**config.mk**
```make
export PLATFORM = sky130hd
export DESIGN_NAME = line_raster
export DESIGN_NICKNAME = d
export VERILOG_FILES = /design/src/rtl/gfx_pkg.sv /design/src/rtl/line_setup.sv /design/src/rtl/line_raster.sv
export SDC_FILE = /design/constraint.sdc
export NUM_CORES = 1
export LEC_CHECK = 0
export ABC_AREA = 1
export BUFFER_PORTS_ARGS = -buffer_cell sky130_fd_sc_hd__buf_4
export CAP_MARGIN = 25
export CELL_PAD_IN_SITES_DETAIL_PLACEMENT = 1
export CELL_PAD_IN_SITES_GLOBAL_PLACEMENT = 2
export CORE_MARGIN = 2
export CORE_UTILIZATION = 35
export CTS_CLUSTER_SIZE = 20
export DETAILED_ROUTE_END_ITERATION = 8
export PLACE_DENSITY = 0.87
export SLEW_MARGIN = 10
export SYNTH_ARGS = -nofsm -noshare
export SYNTH_HDL_FRONTEND = slang
export SYNTH_SLANG_ARGS = --single-unit
export TNS_END_PERCENT = 100
```
**constraint.sdc**
```tcl
create_clock -name clk -period 5.4 [get_ports clk]
set_clock_uncertainty 0.2 [all_clocks]
set_input_delay 0.54 -clock clk [delete_from_list [all_inputs] [get_ports clk]]
set_output_delay 0.54 -clock clk [all_outputs]
set_load 0.03 [all_outputs]
```
**src/rtl/gfx_pkg.sv**
```systemverilog
// Shared graphics-pipeline definitions: line rasteriser FSM encoding, pattern
// modes and default screen extents.
package gfx_pkg;

  typedef enum logic [1:0] {
    ST_IDLE  = 2'd0,
    ST_SETUP = 2'd1,
    ST_STEP  = 2'd2,
    ST_DONE  = 2'd3
  } raster_state_t;

  // Mode 3 is unassigned and behaves like MODE_SOLID.
  localparam logic [1:0] MODE_SOLID = 2'd0;
  localparam logic [1:0] MODE_DASH  = 2'd1;
  localparam logic [1:0] MODE_ALT   = 2'd2;

  localparam int DEF_XMAX = 639;
  localparam int DEF_YMAX = 479;

endpackage

```
**src/rtl/line_setup.sv**
```systemverilog
// Combinational Bresenham setup: octant, major-axis select and the initial
// decision variable together with its two per-step increments.
module line_setup #(
  parameter int COORD_W = 10
) (
  input  logic [COORD_W-1:0]        x1,
  input  logic [COORD_W-1:0]        y1,
  input  logic [COORD_W-1:0]        x2,
  input  logic [COORD_W-1:0]        y2,
  output logic [COORD_W-1:0]        major,
  output logic                      x_major,
  output logic                      sx_neg,
  output logic                      sy_neg,
  output logic signed [COORD_W+2:0] err0,
  output logic signed [COORD_W+2:0] inc_pos,
  output logic signed [COORD_W+2:0] inc_neg
);

  logic [COORD_W-1:0]        dx;
  logic [COORD_W-1:0]        dy;
  logic [COORD_W-1:0]        minor;
  logic signed [COORD_W+2:0] two_minor;
  logic signed [COORD_W+2:0] two_major;

  // NOTE: every output gets a value on every path through this block, so no
  // latch can be inferred; keep it that way when adding signals.
  always_comb begin
    sx_neg    = x2 < x1;
    sy_neg    = y2 < y1;
    dx        = sx_neg ? (x1 - x2) : (x2 - x1);
    dy        = sy_neg ? (y1 - y2) : (y2 - y1);
    x_major   = dx >= dy;
    major     = x_major ? dx : dy;
    minor     = x_major ? dy : dx;
    two_minor = $signed({2'b00, minor, 1'b0});
    two_major = $signed({2'b00, major, 1'b0});
    err0      = two_minor - $signed({3'b000, major});
    inc_pos   = two_minor - two_major;
    inc_neg   = two_minor;
  end

endmodule

```
**src/rtl/line_raster.sv**
```systemverilog
// Bresenham line rasteriser: one command in, one pixel per output handshake,
// with screen clipping, dash/two-colour patterns, last-pixel flag and done.
module line_raster
  import gfx_pkg::*;
#(
  parameter int COORD_W = 10,
  parameter int COLOR_W = 12,
  parameter int XMAX    = DEF_XMAX,
  parameter int YMAX    = DEF_YMAX,
  parameter int PAT_W   = 16
) (
  input  logic               clk,
  input  logic               rst_,
  input  logic [COORD_W-1:0] x1_in,
  input  logic [COORD_W-1:0] y1_in,
  input  logic [COORD_W-1:0] x2_in,
  input  logic [COORD_W-1:0] y2_in,
  input  logic [COLOR_W-1:0] color,
  input  logic [COLOR_W-1:0] bg_color,
  input  logic [1:0]         mode,
  input  logic [PAT_W-1:0]   pattern,
  input  logic               in_rts,
  output logic               in_rtr,
  output logic               out_rts,
  input  logic               out_rtr,
  output logic [COORD_W-1:0] draw_x,
  output logic [COORD_W-1:0] draw_y,
  output logic [COLOR_W-1:0] out_color,
  output logic               out_last,
  output logic               done
);

  localparam int ERR_W = COORD_W + 3;
  localparam logic [31:0]      XMAX_U = 32'(XMAX);
  localparam logic [31:0]      YMAX_U = 32'(YMAX);
  localparam logic [COORD_W-1:0] C_ONE = COORD_W'(1);
  localparam logic [COORD_W:0]   N_ONE = (COORD_W + 1)'(1);

  raster_state_t state;

  // Latched command.
  logic [COORD_W-1:0] x1_r, y1_r, x2_r, y2_r;
  logic [COLOR_W-1:0] fg_r, bg_r;
  logic [1:0]         mode_r;
  logic [PAT_W-1:0]   pat_r;     // rotated so bit 0 belongs to the current candidate

  // Stepping state.
  logic [COORD_W-1:0]     major_r;
  logic                   x_major_r, sx_neg_r, sy_neg_r;
  logic signed [ERR_W-1:0] err_r, inc_pos_r, inc_neg_r;
  logic [COORD_W:0]       n_r;

  // Setup stage outputs.
  logic [COORD_W-1:0]     su_major;
  logic                   su_x_major, su_sx_neg, su_sy_neg;
  logic signed [ERR_W-1:0] su_err0, su_inc_pos, su_inc_neg;

  // Next-candidate values.
  logic                   err_nonneg, step_x, step_y;
  logic [COORD_W-1:0]     nxt_x, nxt_y;
  logic signed [ERR_W-1:0] nxt_err;
  logic [COORD_W:0]       nxt_n;
  logic [PAT_W-1:0]       nxt_pat;
  logic                   cur_last, nxt_last, advance;

  line_setup #(.COORD_W(COORD_W)) u_setup (
    .x1      (x1_r),
    .y1      (y1_r),
    .x2      (x2_r),
    .y2      (y2_r),
    .major   (su_major),
    .x_major (su_x_major),
    .sx_neg  (su_sx_neg),
    .sy_neg  (su_sy_neg),
    .err0    (su_err0),
    .inc_pos (su_inc_pos),
    .inc_neg (su_inc_neg)
  );

  function automatic logic is_visible(input logic [COORD_W-1:0] px,
                                      input logic [COORD_W-1:0] py,
                                      input logic               pbit,
                                      input logic [1:0]         md);
    return (32'(px) <= XMAX_U) && (32'(py) <= YMAX_U) &&
           !((md == MODE_DASH) && !pbit);
  endfunction

  function automatic logic [COLOR_W-1:0] pick_color(input logic               pbit,
                                                    input logic [1:0]         md,
                                                    input logic [COLOR_W-1:0] fg,
                                                    input logic [COLOR_W-1:0] bg);
    return ((md == MODE_ALT) && !pbit) ? bg : fg;
  endfunction

  always_comb begin
    err_nonneg = ~err_r[ERR_W-1];
    step_x     = x_major_r | err_nonneg;
    step_y     = ~x_major_r | err_nonneg;
    nxt_x      = draw_x;
    nxt_y      = draw_y;
    if (step_x) nxt_x = sx_neg_r ? (draw_x - C_ONE) : (draw_x + C_ONE);
    if (step_y) nxt_y = sy_neg_r ? (draw_y - C_ONE) : (draw_y + C_ONE);
    nxt_err  = err_nonneg ? (err_r + inc_pos_r) : (err_r + inc_neg_r);
    nxt_n    = n_r + N_ONE;
    nxt_pat  = {pat_r[0], pat_r[PAT_W-1:1]};
    cur_last = (n_r == {1'b0, major_r});
    nxt_last = (nxt_n == {1'b0, major_r});
    // A suppressed candidate (out_rts low) advances without waiting for the sink.
    advance  = (state == ST_STEP) && (out_rtr || !out_rts);
  end

  // NOTE: sequential state uses non-blocking assignments only, so every
  // register samples the pre-edge values of the others.
  always_ff @(posedge clk or negedge rst_) begin
    if (!rst_) begin
      state     <= ST_IDLE;
      x1_r      <= '0;
      y1_r      <= '0;
      x2_r      <= '0;
      y2_r      <= '0;
      fg_r      <= '0;
      bg_r      <= '0;
      mode_r    <= MODE_SOLID;
      pat_r     <= '0;
      major_r   <= '0;
      x_major_r <= 1'b0;
      sx_neg_r  <= 1'b0;
      sy_neg_r  <= 1'b0;
      err_r     <= '0;
      inc_pos_r <= '0;
      inc_neg_r <= '0;
      n_r       <= '0;
      in_rtr    <= 1'b1;
      out_rts   <= 1'b0;
      draw_x    <= '0;
      draw_y    <= '0;
      out_color <= '0;
      out_last  <= 1'b0;
      done      <= 1'b0;
    end else begin
      done <= 1'b0;
      case (state)
        ST_IDLE: begin
          if (in_rts && in_rtr) begin
            x1_r   <= x1_in;
            y1_r   <= y1_in;
            x2_r   <= x2_in;
            y2_r   <= y2_in;
            fg_r   <= color;
            bg_r   <= bg_color;
            mode_r <= mode;
            pat_r  <= pattern;
            in_rtr <= 1'b0;
            state  <= ST_SETUP;
          end
        end

        ST_SETUP: begin
          major_r   <= su_major;
          x_major_r <= su_x_major;
          sx_neg_r  <= su_sx_neg;
          sy_neg_r  <= su_sy_neg;
          err_r     <= su_err0;
          inc_pos_r <= su_inc_pos;
          inc_neg_r <= su_inc_neg;
          n_r       <= '0;
          draw_x    <= x1_r;
          draw_y    <= y1_r;
          out_rts   <= is_visible(x1_r, y1_r, pat_r[0], mode_r);
          out_color <= pick_color(pat_r[0], mode_r, fg_r, bg_r);
          out_last  <= (su_major == '0) && is_visible(x1_r, y1_r, pat_r[0], mode_r);
          state     <= ST_STEP;
        end

        ST_STEP: begin
          if (advance) begin
            if (cur_last) begin
              out_rts  <= 1'b0;
              out_last <= 1'b0;
              done     <= 1'b1;
              state    <= ST_DONE;
            end else begin
              draw_x    <= nxt_x;
              draw_y    <= nxt_y;
              err_r     <= nxt_err;
              n_r       <= nxt_n;
              pat_r     <= nxt_pat;
              out_rts   <= is_visible(nxt_x, nxt_y, nxt_pat[0], mode_r);
              out_color <= pick_color(nxt_pat[0], mode_r, fg_r, bg_r);
              out_last  <= nxt_last && is_visible(nxt_x, nxt_y, nxt_pat[0], mode_r);
            end
          end
        end

        ST_DONE: begin
          in_rtr <= 1'b1;
          state  <= ST_IDLE;
        end

        default: state <= ST_IDLE;
      endcase
    end
  end

endmodule

```
Yosys cells after proc, flatten, opt, wreduce, memory -nomap -nowiden
Index checks and enable logic that the tools add are counted.
{"block": "op_classes", "n_reduce_logical": 29, "magnitude_cmp": 7, "eq_ne": 11, "addsub": 13, "muxes": 45, "bitwise": 4}
{"cell": "2-to-1 mux 10 bit", "n": 12}
{"cell": "2-to-1 mux 12 bit", "n": 4}
{"cell": "2-to-1 mux 16 bit", "n": 3}
{"cell": "one-hot mux 10 bit (2 select lines)", "n": 2}
{"cell": "subtractor 10 bit", "n": 4}
{"cell": "2-to-1 mux 13 bit", "n": 3}
{"cell": "one-hot mux 16 bit (2 select lines)", "n": 1}
{"cell": "one-hot mux 13 bit (2 select lines)", "n": 1}
{"cell": "one-hot mux 12 bit (2 select lines)", "n": 1}
{"cell": "== test 11 x 10 -> 1 bit", "n": 2}
{"cell": "2-to-1 mux 11 bit", "n": 2}
{"cell": "one-hot mux 11 bit (2 select lines)", "n": 1}
{"cell": "adder 10 x 1 -> 10 bit, second input constant", "n": 2}
{"cell": "less-or-equal comparator 10 bit, second input constant", "n": 2}
{"cell": "less-or-equal comparator 10 x 9 -> 1 bit, second input constant", "n": 2}
{"cell": "< comparator 10 bit", "n": 2}
{"cell": "subtractor 10 x 1 -> 10 bit, second input constant", "n": 2}
{"cell": "adder 13 x 12 -> 13 bit", "n": 1}
{"cell": "adder 13 bit", "n": 1}
{"cell": "logical AND 1 bit", "n": 12}
{"cell": "subtractor 11 x 10 -> 12 bit", "n": 1}
{"cell": "subtractor 11 x 11 -> 12 bit", "n": 1}
{"cell": "adder 11 x 1 -> 11 bit, second input constant", "n": 1}
{"cell": ">= comparator 10 bit", "n": 1}
{"cell": "other kinds (17)", "n": 45}
{"block": "totals", "out_inout_bits": 36, "input_bits": 86, "elab_cells": 133, "regBits": 180}

Logic depth before layout (Yosys ltp)
Gate-level depths: netlist of run 1.
{"block": "depth", "depth_word": 10, "mapped_depth": 38, "depth_no_buf": 37}

Hierarchy
A second synthesis of run 1 with hierarchy kept.
{"block": "unflattened", "cells_unflattened": 1957, "area_unflattened_um2": 13853.3}
{"mod": "line_raster", "area_each_um2": 9952.0, "instances": 1, "seq_area_each_um2": 4580.6, "cells_per_inst": 1254}
{"mod": "line_setup", "area_each_um2": 3901.2, "instances": 1, "seq_area_each_um2": 0.0, "cells_per_inst": 703}

Worst setup path after synthesis of run 1
OpenSTA, ideal clock, no wires.
{"block": "synth_timing", "path_kind": "register to register", "startpoint": "register x1_r[0]", "endpoint": "register err_r[10]", "arrival_time_ns": 4.227, "slack_ns": 0.896, "stages_incl_launch_ff": 31, "n_path_buf": 1, "synth_period_minus_slack_ns": 4.504, "setup_ns": 0.077, "t_required_ns": 5.123, "cell_sequence": "dfrtp_1 inv_1 ha_1 inv_1 fa_1 nand3_1 nand3_1 nand2_1 nand3_1 xor2_1 nand2_1 nand2_1 inv_1 ha_1 nand2_2 inv_2 a21oi_4 nand3_4 nor2_8 buf_6 nand2_1 o21ai_4 ha_1 a21oi_1 nor2_1 a211oi_1 nand2_2 a21oi_2 nand2b_1 nand3_1 a21oi_1"}
{"block": "synth_via", "elab_chain_len": 6, "elab_cells_between_ends": 9, "classes_between": "add/sub (3); order compare (2); mux (4)"}
{"element": "start: declaration", "line": "line_raster.sv:42", "rtl": "logic [COORD_W-1:0] x1_r, y1_r, x2_r, y2_r;"}
{"element": "start signal: assignment", "line": "line_raster.sv:145", "rtl": "x1_r <= x1_in;"}
{"element": "subtractor 10 bit / < comparator 10 bit (equally long branches)", "line": "line_setup.sv:30, line_setup.sv:28"}
{"element": "2-to-1 mux 10 bit (*)", "line": "line_setup.sv:30", "rtl": "dx = sx_neg ? (x1 - x2) : (x2 - x1);"}
{"element": ">= comparator 10 bit", "line": "line_setup.sv:32", "rtl": "x_major = dx >= dy;"}
{"element": "2-to-1 mux 10 bit (on tied branches)", "line": "line_setup.sv:34, line_setup.sv:33"}
{"element": "subtractor 11 x 10 -> 12 bit (*)", "line": "line_setup.sv:37", "rtl": "err0 = two_minor - $signed({3'b000, major});"}
{"element": "one-hot mux 13 bit (2 select lines) (*)", "line": "line_raster.sv:142", "rtl": "case (state)"}
{"element": "end signal: assignment", "line": "line_raster.sv:163", "rtl": "err_r <= su_err0;"}
{"element": "end signal: assignment", "line": "line_raster.sv:185", "rtl": "err_r <= nxt_err;"}
{"element": "end: declaration", "line": "line_raster.sv:50", "rtl": "logic signed [ERR_W-1:0] err_r, inc_pos_r, inc_neg_r;"}
Mark *: on every way between the ends. The rest lies on a longest branch, timed or not.
A chain may end at the register's enable or synchronous reset.

Worst setup path in the final report of run 1
{"block": "layout_timing", "startpoint": "register x2_r[5]", "endpoint": "register err_r[5]"}
{"block": "layout_via", "elab_chain_len": 6, "elab_cells_between_ends": 9, "classes_between": "add/sub (3); order compare (2); mux (4)"}
{"element": "start: declaration", "line": "line_raster.sv:42"}
{"element": "start signal: assignment", "line": "line_raster.sv:147", "rtl": "x2_r <= x2_in;"}
{"element": "subtractor 10 bit / < comparator 10 bit (equally long branches)", "line": "line_setup.sv:30, line_setup.sv:28"}
{"element": "2-to-1 mux 10 bit (*)", "line": "line_setup.sv:30"}
{"element": ">= comparator 10 bit", "line": "line_setup.sv:32"}
{"element": "2-to-1 mux 10 bit (*)", "line": "line_setup.sv:34", "rtl": "minor = x_major ? dy : dx;"}
{"element": "net su_inc_neg[4]", "line": "line_raster.sv:56", "rtl": "logic signed [ERR_W-1:0] su_err0, su_inc_pos, su_inc_neg;"}
{"element": "subtractor 11 x 10 -> 12 bit (*)", "line": "line_setup.sv:37"}
{"element": "one-hot mux 13 bit (2 select lines) (*)", "line": "line_raster.sv:142"}
Mark *: on every way through the listed nets, which the timed path passes. The rest lies on a longest branch.

==> results of run 1 <==
==> state kept, by name, indices dropped and copies added, names as in the netlist <==
signal	count
mode_r	2
state	2
n_r	11
draw_x	10
sx_neg_r	1
sy_neg_r	1
y2_r	10
out_rts	1
pat_r	16
x_major_r	1
bg_r	12
inc_neg_r	10
major_r	10
err_r	12
in_rtr	1
draw_y	10
inc_pos_r	11
y1_r	10
done	1
fg_r	12
out_color	12
x2_r	10
out_last	1
x1_r	10
==> Yosys cell counts, types with 8 or more instances <==
| cell type | instances | area share [%] |
|---|---|---|
| xor2_1 | 42 | 2.9 |
| inv_1 | 175 | 5.1 |
| nand4_1 | 14 | 0.68 |
| nand2_1 | 484 | 14 |
| ha_1 | 90 | 8.8 |
| a22oi_1 | 8 | 0.47 |
| nand2_2 | 25 | 1.2 |
| buf_2 | 12 | 0.47 |
| o21ai_1 | 11 | 0.43 |
| xnor2_1 | 20 | 1.4 |
| nand3_2 | 10 | 0.78 |
| nor2_1 | 114 | 3.3 |
| a21oi_1 | 110 | 4.3 |
| a31oi_1 | 38 | 1.9 |
| o22ai_1 | 14 | 0.68 |
| nand3_1 | 94 | 3.7 |
| dfrtp_1 | 176 | 34 |
| o21ai_0 | 157 | 6.1 |
| inv_2 | 13 | 0.38 |
| clkbuf_1 | 41 | 1.2 |
==> cells by family (layout without fill, tap and decap cells) <==
group,after synthesis,count (layout),synth area share [%]
flip-flops,177,177,34.6
XOR/XNOR,62,62,4.24
multiplexers,1,1,0.0781
AO/OA/AOI/OAI,380,380,16.7
AND/OR/NAND/NOR,782,782,26.5
buffers and inverters,256,361,8.03
adder cells (fa/ha/maj),97,97,9.88
==> worst paths after layout <==
kind,from,to,slack (ns),cells past startpoint
min in group clk,bg_color[7],bg_r[7],0.08,3
max in group asynchronous,rst_,draw_y[2],3.91,2
worst max-delay path,x2_r[5],err_r[5],0.27,28
worst min-delay path,rst_,inc_neg_r[10],0.01,1
worst min register to register,inc_pos_r[2],inc_pos_r[2],0.28,2
worst max register to register,x2_r[5],err_r[5],0.27,28
==> layout make-up <==
type                            instances  area share [%]
Clock buffer                           18            2.97
Timing Repair Buffer                  139            7.19
Clock inverter                         14           0.974
Inverter                              190            4.83
Tap cell                              468            3.96
Multi-Input combinational cell       1322            50.1
Sequential cell                       177            30.0
==> placed cells by master, fill, tap and decap left out, types with 4 or more instances in the layout <==
cell,instances
ha_1,85
nor4_1,4
nand2_2,25
a31oi_1,38
nand3_2,9
dfrtp_1,176
o21bai_1,5
clkbuf_16,17
inv_1,174
nor2_1,114
inv_2,14
inv_6,4
xnor2_1,20
o21ai_0,157
o211ai_1,4
a21oi_2,6
ha_2,5
nand2_4,6
a21o_1,4
fa_1,7
a22o_1,4
nor3_1,6
nand3b_1,7
a21oi_1,106
o22ai_1,14
a22oi_1,8
xor2_1,42
a211oi_1,6
nand3_1,94
buf_4,137
nand2_1,484
o21ai_1,11
nand4_1,14
or2_2,6
==> metal layers <==
layer  wire length (µm)  vias up
met3               1210       37
met1              19600     5950
met4                635        0
met5                  0        -
met2              20200      151
li1                   -     5940
==> per-stage QoR <==
step	setup WS [ns]	utilization [%]	cell area (µm²)	TNS, ns	std cells
floorplan	0.896	-	12800	0	1755
global placement	0.242	38.9	14100	0	2294
detailed placement	0.0750	38.9	14100	0	2294
CTS	0.0607	40.5	14700	0	2326
global route	-0.00480	40.7	14800	-0.00480	2328
finish	0.270	40.7	14800	0	2328
==> repair_timing <==
action	4_1_cts	5_1_grt
gates resized for setup	0	10
setup endpoints to repair	0	11
buffers inserted	0	2
==> summary.txt, run 1 <==
Starting density of the core - 35.3%
Top Ports - 122
Post-CTS Hold Buffers - 0
FP Rows - 70
Root Driver - clkbuf_16
Vias post-DR - 12100
Synthesized Nets - 1938
CTS buffer count - 17
Final worst-path cycle share - 95.0%
Fin Hold WS - 0.0122 ns
Layer with the highest usage - met2
Post-synthesis instance total - 1755
Synthesized area per cell - 7.30 µm²
WL/cell - 17.8 µm
Filler cell count - 4578
Placer Congestion - 0.880
Register area - 4430 µm²
Max-cap viol count - 0
Htree depth - 4
DRT Pass-1 Iters - 5
Area growth syn-to-layout - 15.3%
CP Max Fanout - 11
Global Route Usage Sum - 22.4%
Minimum clock period - 5.13 ns
Final setup viols - 0
Met3 usage - 3.71%
Grt met2 use - 38.7%
Vias in the first global route - 13000
Post-synth EDFFs - 0
ANT nets after route - 0
First-pass GRT wire length - 68300 µm
Post-synth cell types - 55
Die area - 38200 µm²
Overflow after GRT - 0
Largest net degree at the start of global routing - 106
Buf/Inv on CP - 5
Final-report hold violation count - 0
Clock Latency Late Sink - 0.46 ns
Maximum clock rate - 0.195 GHz
CP Launch Type - flip-flop
Slew Viols, Final - 0
Crit-path slowest cell - ha_1
Met1 Use GR - 29.4%
Crit path largest cell delay - 0.41 ns
CTS tree - yes
TritonCTS Sinks - 177
Most frequent CP cell - nand2_1
Vias per std cell - 5.19
Critical path's top delay family - simple AND/OR/NAND/NOR gates
Die Height - 195 µm
Worst-case clock buffer depth - 2
DR DRC count - 0
Core Area - 36300 µm²
Outcome - finished clean
PortBufs - 121
Tightest Pin Transition - 0.952 ns
Net count, final - 2030
WL final - 41600 µm
Main flop type after synthesis - dfrtp_1
Synth Cell Area - 12800 µm²
Layout cells sized above 1 - 14.0%
WP data required - 5.59 ns
Arrival @ worst endpoint - 5.32 ns
Multi-input gate area - 7400 µm²
Unrepaired setup endpoints after global routing - true
Critical path class - reg -> reg
Worst min-delay path class - in -> async
Synthesized flop and latch total - 177
Share of the yosys chip area belonging to registers - 34.6%
Die W - 195 µm
Initial antenna violation count - 0
Clock input transition at the sequential cells of the worst setup and hold paths - 0.08 ns
Synth warnings - 0
CP Capture Type - flip-flop
Slew margin rel. - 36.5%
Post-DP HPWL - 32000 µm
Initial DRC count - 525
Ant. Diodes - 0
Ys async rst share - 100%
Power of run 1 is left out: the tool's default activity adds up to more than one toggle a clock period on the data nets, which glitch-free logic cannot reach.
==> run 2, diff against run 1 <==
Settings changed: PLACE_DENSITY 0.87 to 0.88, SYNTH_HIERARCHICAL set to 1.
==> run 2 against run 1 <==
Critical path type unchanged. Cell count is 13% higher. Fmax is essentially flat. Sequential share of layout area fell by 2.5 points. Clock-buffer cell count fell by 1.
==> summary.txt, run 2 <==
PortBufs - 121
CP Capture Type - flip-flop
CP Launch Type - flip-flop
Commonest non-fill, non-tap cells in the layout - nand2_1 (616), inv_1 (241), buf_4 (188)
Area growth syn-to-layout - 20.2%
Max-cap viol count - 0
Synth warnings - 6
Final worst-path cycle share - 95.0%
Core Area - 38800 µm²
Worst min-delay path class - in -> reg
Most common cell after layout, fill and taps aside - nand2_1
Die area - 41200 µm²
Outcome - finished clean
Arrival @ worst endpoint - 5.31 ns
Ant. Diodes - 0
Top Ports - 122
Crit-path slowest cell - fa_2
Area leader, netlist - dfrtp_1
Reg with most FFs - pat_r
Die W - 203 µm
Global Route Usage Sum - 22.8%
Net count, final - 2288
Top-area cell type share of the netlist area - 32.9%
Final setup viols - 0
R2R depth - 32
Synthesized area per cell - 7.08 µm²
Final-report hold violation count - 0
CTS tree - yes
DR DRC count - 0
CTS buffer count - 17
CP Max Fanout - 11
Crit path largest cell delay - 0.42 ns
Critical path class - reg -> reg
Clock Latency Late Sink - 0.48 ns
Initial DRC count - 648
Synthesized flop and latch total - 183
Post-DP HPWL - 34600 µm
CP Capture Point - err_r[12]
Setup crit start - x2_r[0]
Fin cells - 2634
Htree depth - 4
Largest net degree at the start of global routing - 113
Die Height - 203 µm
Layer with the highest usage - met2
TritonCTS Sinks - 183
Layout cells sized above 1 - 19.3%
Grt met2 use - 37.2%
Post-synth cell types - 58
First-pass GRT wire length - 74000 µm
FP Rows - 72
Largest register FFs - 16
Share of the yosys chip area belonging to registers - 33.1%
WP data required - 5.58 ns
Main flop type after synthesis - dfrtp_1
Post-synth EDFFs - 0
ANT nets after route - 0
Slew margin rel. - 35.1%
Starting density of the core - 35.7%
Synth Cell Area - 13900 µm²
Placer Congestion - 0.903
Synth cell count leaders - nand2_1 (631), inv_1 (246), dfrtp_1 (182), o21ai_0 (126), nor2_1 (111)
Vias per std cell - 5.04
Post-synthesis instance total - 1957
Root Driver - clkbuf_16
Tightest Pin Transition - 0.973 ns
WL final - 46100 µm
WL/cell - 17.5 µm
Met1 Use GR - 31.7%
Slew Viols, Final - 0
RR Endpoint - err_r[12]
Initial antenna violation count - 0
Overflow after GRT - 0
Maximum clock rate - 0.195 GHz
Post-placement cell count - 2576
Cell with the most instances after synthesis - nand2_1
Clock input transition at the sequential cells of the worst setup and hold paths - 0.08 ns
Worst-case clock buffer depth - 2
Most frequent CP cell - nand2_1
Dominant cells by area after synthesis - dfrtp_1 (33%), nand2_1 (17%), ha_1 (8.2%), inv_1 (6.7%), o21ai_0 (4.6%)
Minimum clock period - 5.13 ns
Vias post-DR - 13300
DRT Pass-1 Iters - 5
Ys async rst share - 100%
R2R Path Start - x2_r[0]
Worst R2R Setup Slack - 0.27 ns
Met3 usage - 3.50%
Vias in the first global route - 13900
-- run 2: cell count changes in the layout (fill, tap and decap cells not counted), moves of 9 or more --
cell | previous run | this run
nand2_1 | 484 | 616
mux2_2 | 0 | 23
inv_1 | 174 | 241
a21oi_1 | 106 | 90
ha_1 | 85 | 68
buf_4 | 137 | 188
nor2_1 | 114 | 105
nand3_1 | 94 | 105
o21ai_0 | 157 | 123
nand2_2 | 25 | 49
ha_4 | 0 | 14
-- run 2: kinds of logic after synthesis --
kind of cell / count (synthesis) / synth area share, %
fa+ha+maj: 99 / 9.37
other cells: 1 / 0.0271
xor+xnor: 55 / 3.48
compound gates: 316 / 12.8
buf+inv: 331 / 10.0
flops: 183 / 33.1
simple gates: 949 / 29.3
mux: 23 / 1.87
-- run 2: worst min-delay path by stage --
stage             start       to  slack, ns  cells past startpoint
2_1_floorplan      rst_  bg_r[0]       0.04                      0
3_3_place_gp    bg_r[0]  bg_r[0]       0.27                      2
3_5_place_dp    bg_r[2]  bg_r[2]       0.28                      2
4_1_cts        x1_in[4]  x1_r[4]       0.03                      3
5_1_grt        y2_in[4]  y2_r[4]       0.05                      3
6_report       x1_in[4]  x1_r[4]       0.06                      3
-- run 2: repair_timing --
item                                    CTS  global route
pin swaps                                 2            18
endpoints found under the setup margin    1            10
gates cloned                              1             2
hold buffers                              1             0
gates resized for setup                   6            90
buffers inserted                          0            22
endpoints found under the hold margin    71             0
-- run 2: cell type report --
class                      instances  area [µm²]
multi-input combinational       1449        8350
inverter                         260         986
clock inverter                    15         184
tap                              518         648
timing repair buffer             192        1480
clock buffer                      17         425
sequential                       183        4580
fill                            4959       22200
-- run 2: stage by stage --
step / cell area [µm²] / utilization [%] / hold WS [ns] / TNS, ns / setup WS, ns
after floorplan: 13900 / - / 0.0444 / 0 / 0.582
after global placement: 15400 / 39.7 / 0.270 / 0 / 0.0929
after detailed placement: 15400 / 39.7 / 0.279 / -0.0166 / -0.0166
after CTS: 16100 / 41.4 / 0.0343 / 0 / 0.000891
after global routing: 16700 / 42.9 / 0.0542 / -0.118 / -0.0921
final: 16700 / 42.9 / 0.0558 / 0 / 0.271
-- run 2: per-layer routing --
metal	part of all wire, %	vias up	wire length [µm]
met5	0	-	0
met4	1.3	0	598
met3	3.2	34	1480
met2	47	184	21800
met1	48	6506	22200
li1	-	6552	-
-- run 2: critical path: cells and delay by family (launching register included) --
family	cells	cell delay [ns]
adders and majority gates	4	1.22
AOI/OAI and AO/OA	7	1.01
buffers and inverters	6	0.63
DFF	1	0.40
and+or+nand+nor	15	1.55
Power of run 2 is left out for the same reason.
==> run 3, diff against run 2 <==
Settings changed: ABC_AREA 1 to not set, CORE_UTILIZATION 35 to 39.
==> run 3 against run 2 <==
The run now ends with hold timing, setup timing left. Register-to-register slack worse by 1.3 ns. Routed wire length is 8.7% lower. Synthesized area is 6.6% lower. Critical path type unchanged. Critical path depth is 1 higher. Non-clock buffer count is 155 higher. Sequential share of layout area is 0.15 points lower.
==> summary.txt, run 3 <==
Outcome - complete, but fails checks
Violated checks - hold timing, setup timing
Final instance area - 16700 µm²
Die Height - 186 µm
Tightest Pin Transition - 1.09 ns
Worst-case clock buffer depth - 2
Synth Cell Area - 12900 µm²
Post-synth EDFFs - 0
Fin cells - 2098
Post-CTS Hold Buffers - 0
Post-synthesis instance total - 1345
Post-placement cell count - 2049
Maximum clock rate - 0.156 GHz
Commonest non-fill, non-tap cells in the layout - buf_4 (342), dfrtp_1 (182), mux2_2 (120)
Most common cell after layout, fill and taps aside - buf_4
Main flop type after synthesis - dfrtp_1
CP Launch Type - flip-flop
Register area - 4580 µm²
DP Area - 15800 µm²
CP Max Fanout - 9
Post-DP HPWL - 31700 µm
CTS buffer count - 17
Worst min-delay path class - in -> async
Slew Viols, Final - 0
Multi-input gate area - 7990 µm²
Net count, final - 1828
CTS tree - yes
WL/cell - 20.0 µm
Worst slack, placed - -0.934 ns
Crit path largest cell delay - 0.49 ns
Reg with most FFs - pat_r
Crit-path slowest cell - or4_4
CP Capture Type - flip-flop
Max-cap viol count - 0
Critical path class - reg -> reg
Met3 usage - 3.25%
WL final - 42100 µm
DR DRC count - 0
Vias per std cell - 5.45
Top Ports - 122
Ys async rst share - 100%
Ant. Diodes - 0
PortBufs - 121
Top-area cell type share of the netlist area - 35.2%
First-pass GRT wire length - 66600 µm
Slew margin rel. - 27.6%
Die W - 186 µm
Area leader, netlist - dfrtp_1
Vias in the first global route - 12200
Root Driver - clkbuf_16
Synth cell count leaders - dfrtp_1 (182), mux2_2 (122), nand2_1 (110), inv_1 (94), ha_1 (91)
Htree depth - 4
DRT Pass-1 Iters - 5
Clock input transition at the sequential cells of the worst setup and hold paths - 0.08 ns
Die area - 34600 µm²
Minimum clock period - 6.43 ns
ANT nets after route - 0
Overflow after GRT - 0
Largest net degree at the start of global routing - 108
Core Area - 32600 µm²
Final worst-path cycle share - 119%
WP data required - 5.50 ns
Cell with the most instances after synthesis - dfrtp_1
Synth warnings - 6
Most frequent CP cell - a21oi_2
Grt met2 use - 42.3%
Placer Congestion - 0.912
Vias post-DR - 11400
Global Route Usage Sum - 24.8%
Unrepaired setup endpoints after global routing - true
Starting density of the core - 39.7%
TritonCTS Sinks - 183
Post-synth cell types - 88
Layer with the highest usage - met2
Final-report hold violation count - 7
Initial DRC count - 589
Area growth syn-to-layout - 29.4%
Filler cell count - 3692
Synthesized flop and latch total - 183
Initial antenna violation count - 0
Final setup viols - 21
Share of the yosys chip area belonging to registers - 35.4%
FP Rows - 66
Met1 Use GR - 32.1%
Setup WS post-layout - -1.03 ns
Arrival @ worst endpoint - 6.53 ns
Layout cells sized above 1 - 35.5%
Synthesized area per cell - 9.62 µm²
Dominant cells by area after synthesis - dfrtp_1 (35%), mux2_2 (11%), ha_1 (8.8%), mux2i_1 (3.9%), nand2_1 (3.2%)
Clock Latency Late Sink - 0.47 ns
Fin Hold WS - -0.00585 ns
Largest register FFs - 16
==> run 3: changes by cell type after synthesis, moves of 33 or more <==
cell	delta
mux2i_1	+50
nor2_1	-61
nand3_1	-77
a21o_1	+33
mux2_2	+99
inv_1	-152
o21ai_0	-60
nand2_1	-521
nand2_2	-34
==> run 3: worst max-delay path: cells and delay by family, from the launching register on <==
| family | cells | cell delay [ns] |
|---|---|---|
| AO/OA/AOI/OAI | 17 | 2.99 |
| adder cells (fa/ha/maj) | 4 | 1.09 |
| AND/OR/NAND/NOR | 6 | 1.05 |
| flip-flops | 1 | 0.38 |
| buffers and inverters | 4 | 0.36 |
| XOR/XNOR | 2 | 0.24 |
==> run 3: timing repair <==
item / in CTS / in global routing
hold endpoints to repair: 0 / 0
setup buffers: 8 / 13
gates resized for setup: 23 / 24
pin swaps: 8 / 23
endpoints found under the setup margin: 20 / 27
==> run 3: path summary, 6_finish.rpt <==
kind | start | end | slack [ns] | cells past startpoint
max in group asynchronous | rst_ | n_r[4] | 3.81 | 2
max reg2reg | x2_r[0] | err_r[10] | -1.03 | 33
min in group clk | y1_in[9] | y1_r[9] | 0.10 | 2
max | x2_r[0] | err_r[10] | -1.03 | 33
min reg2reg | out_color[11] | out_color[11] | 0.29 | 2
min | rst_ | y2_r[0] | -0.006 | 1
==> run 3: logic make-up (layout without fill, tap and decap cells) <==
logic type / count (synthesis) / in the layout / synth area share, %
AO/OA/AOI/OAI: 356 / 356 / 18.3
AND/OR/NAND/NOR: 316 / 316 / 12.5
flip-flops: 183 / 183 / 35.4
multiplexers: 172 / 172 / 14.5
buffers and inverters: 166 / 474 / 5.64
adder cells (fa/ha/maj): 99 / 99 / 10.0
XOR/XNOR: 52 / 52 / 3.58
other: 1 / 4 / 0.0290
==> run 3: cell type report <==
type                            instances  area share (%)
Clock buffer                           18            2.62
Inverter                               95            2.15
Timing Repair Buffer                  347            15.8
Tap cell                              442            3.30
Sequential cell                       183            27.4
Multi-Input combinational cell        999            47.7
Clock inverter                         14            1.05
==> run 3: metal layers <==
metal / wire, µm / vias to the layer above
met5: 0 / -
met1: 18900 / 5761
met3: 1110 / 56
met2: 20800 / 170
met4: 1210 / 0
li1: - / 5445
==> run 3: stage by stage <==
step	hold WS (ns)	TNS, ns	util [%]
global route	0.0534	-14.17	51.3
global placement	0.261	-4.96	48.3
finish	-0.00585	-8.80	51.3
detailed placement	0.274	-7.95	48.4
CTS	0.0201	-7.76	50.8
floorplan	0.0444	-4.49	-
Power of run 3 is left out for the same reason.
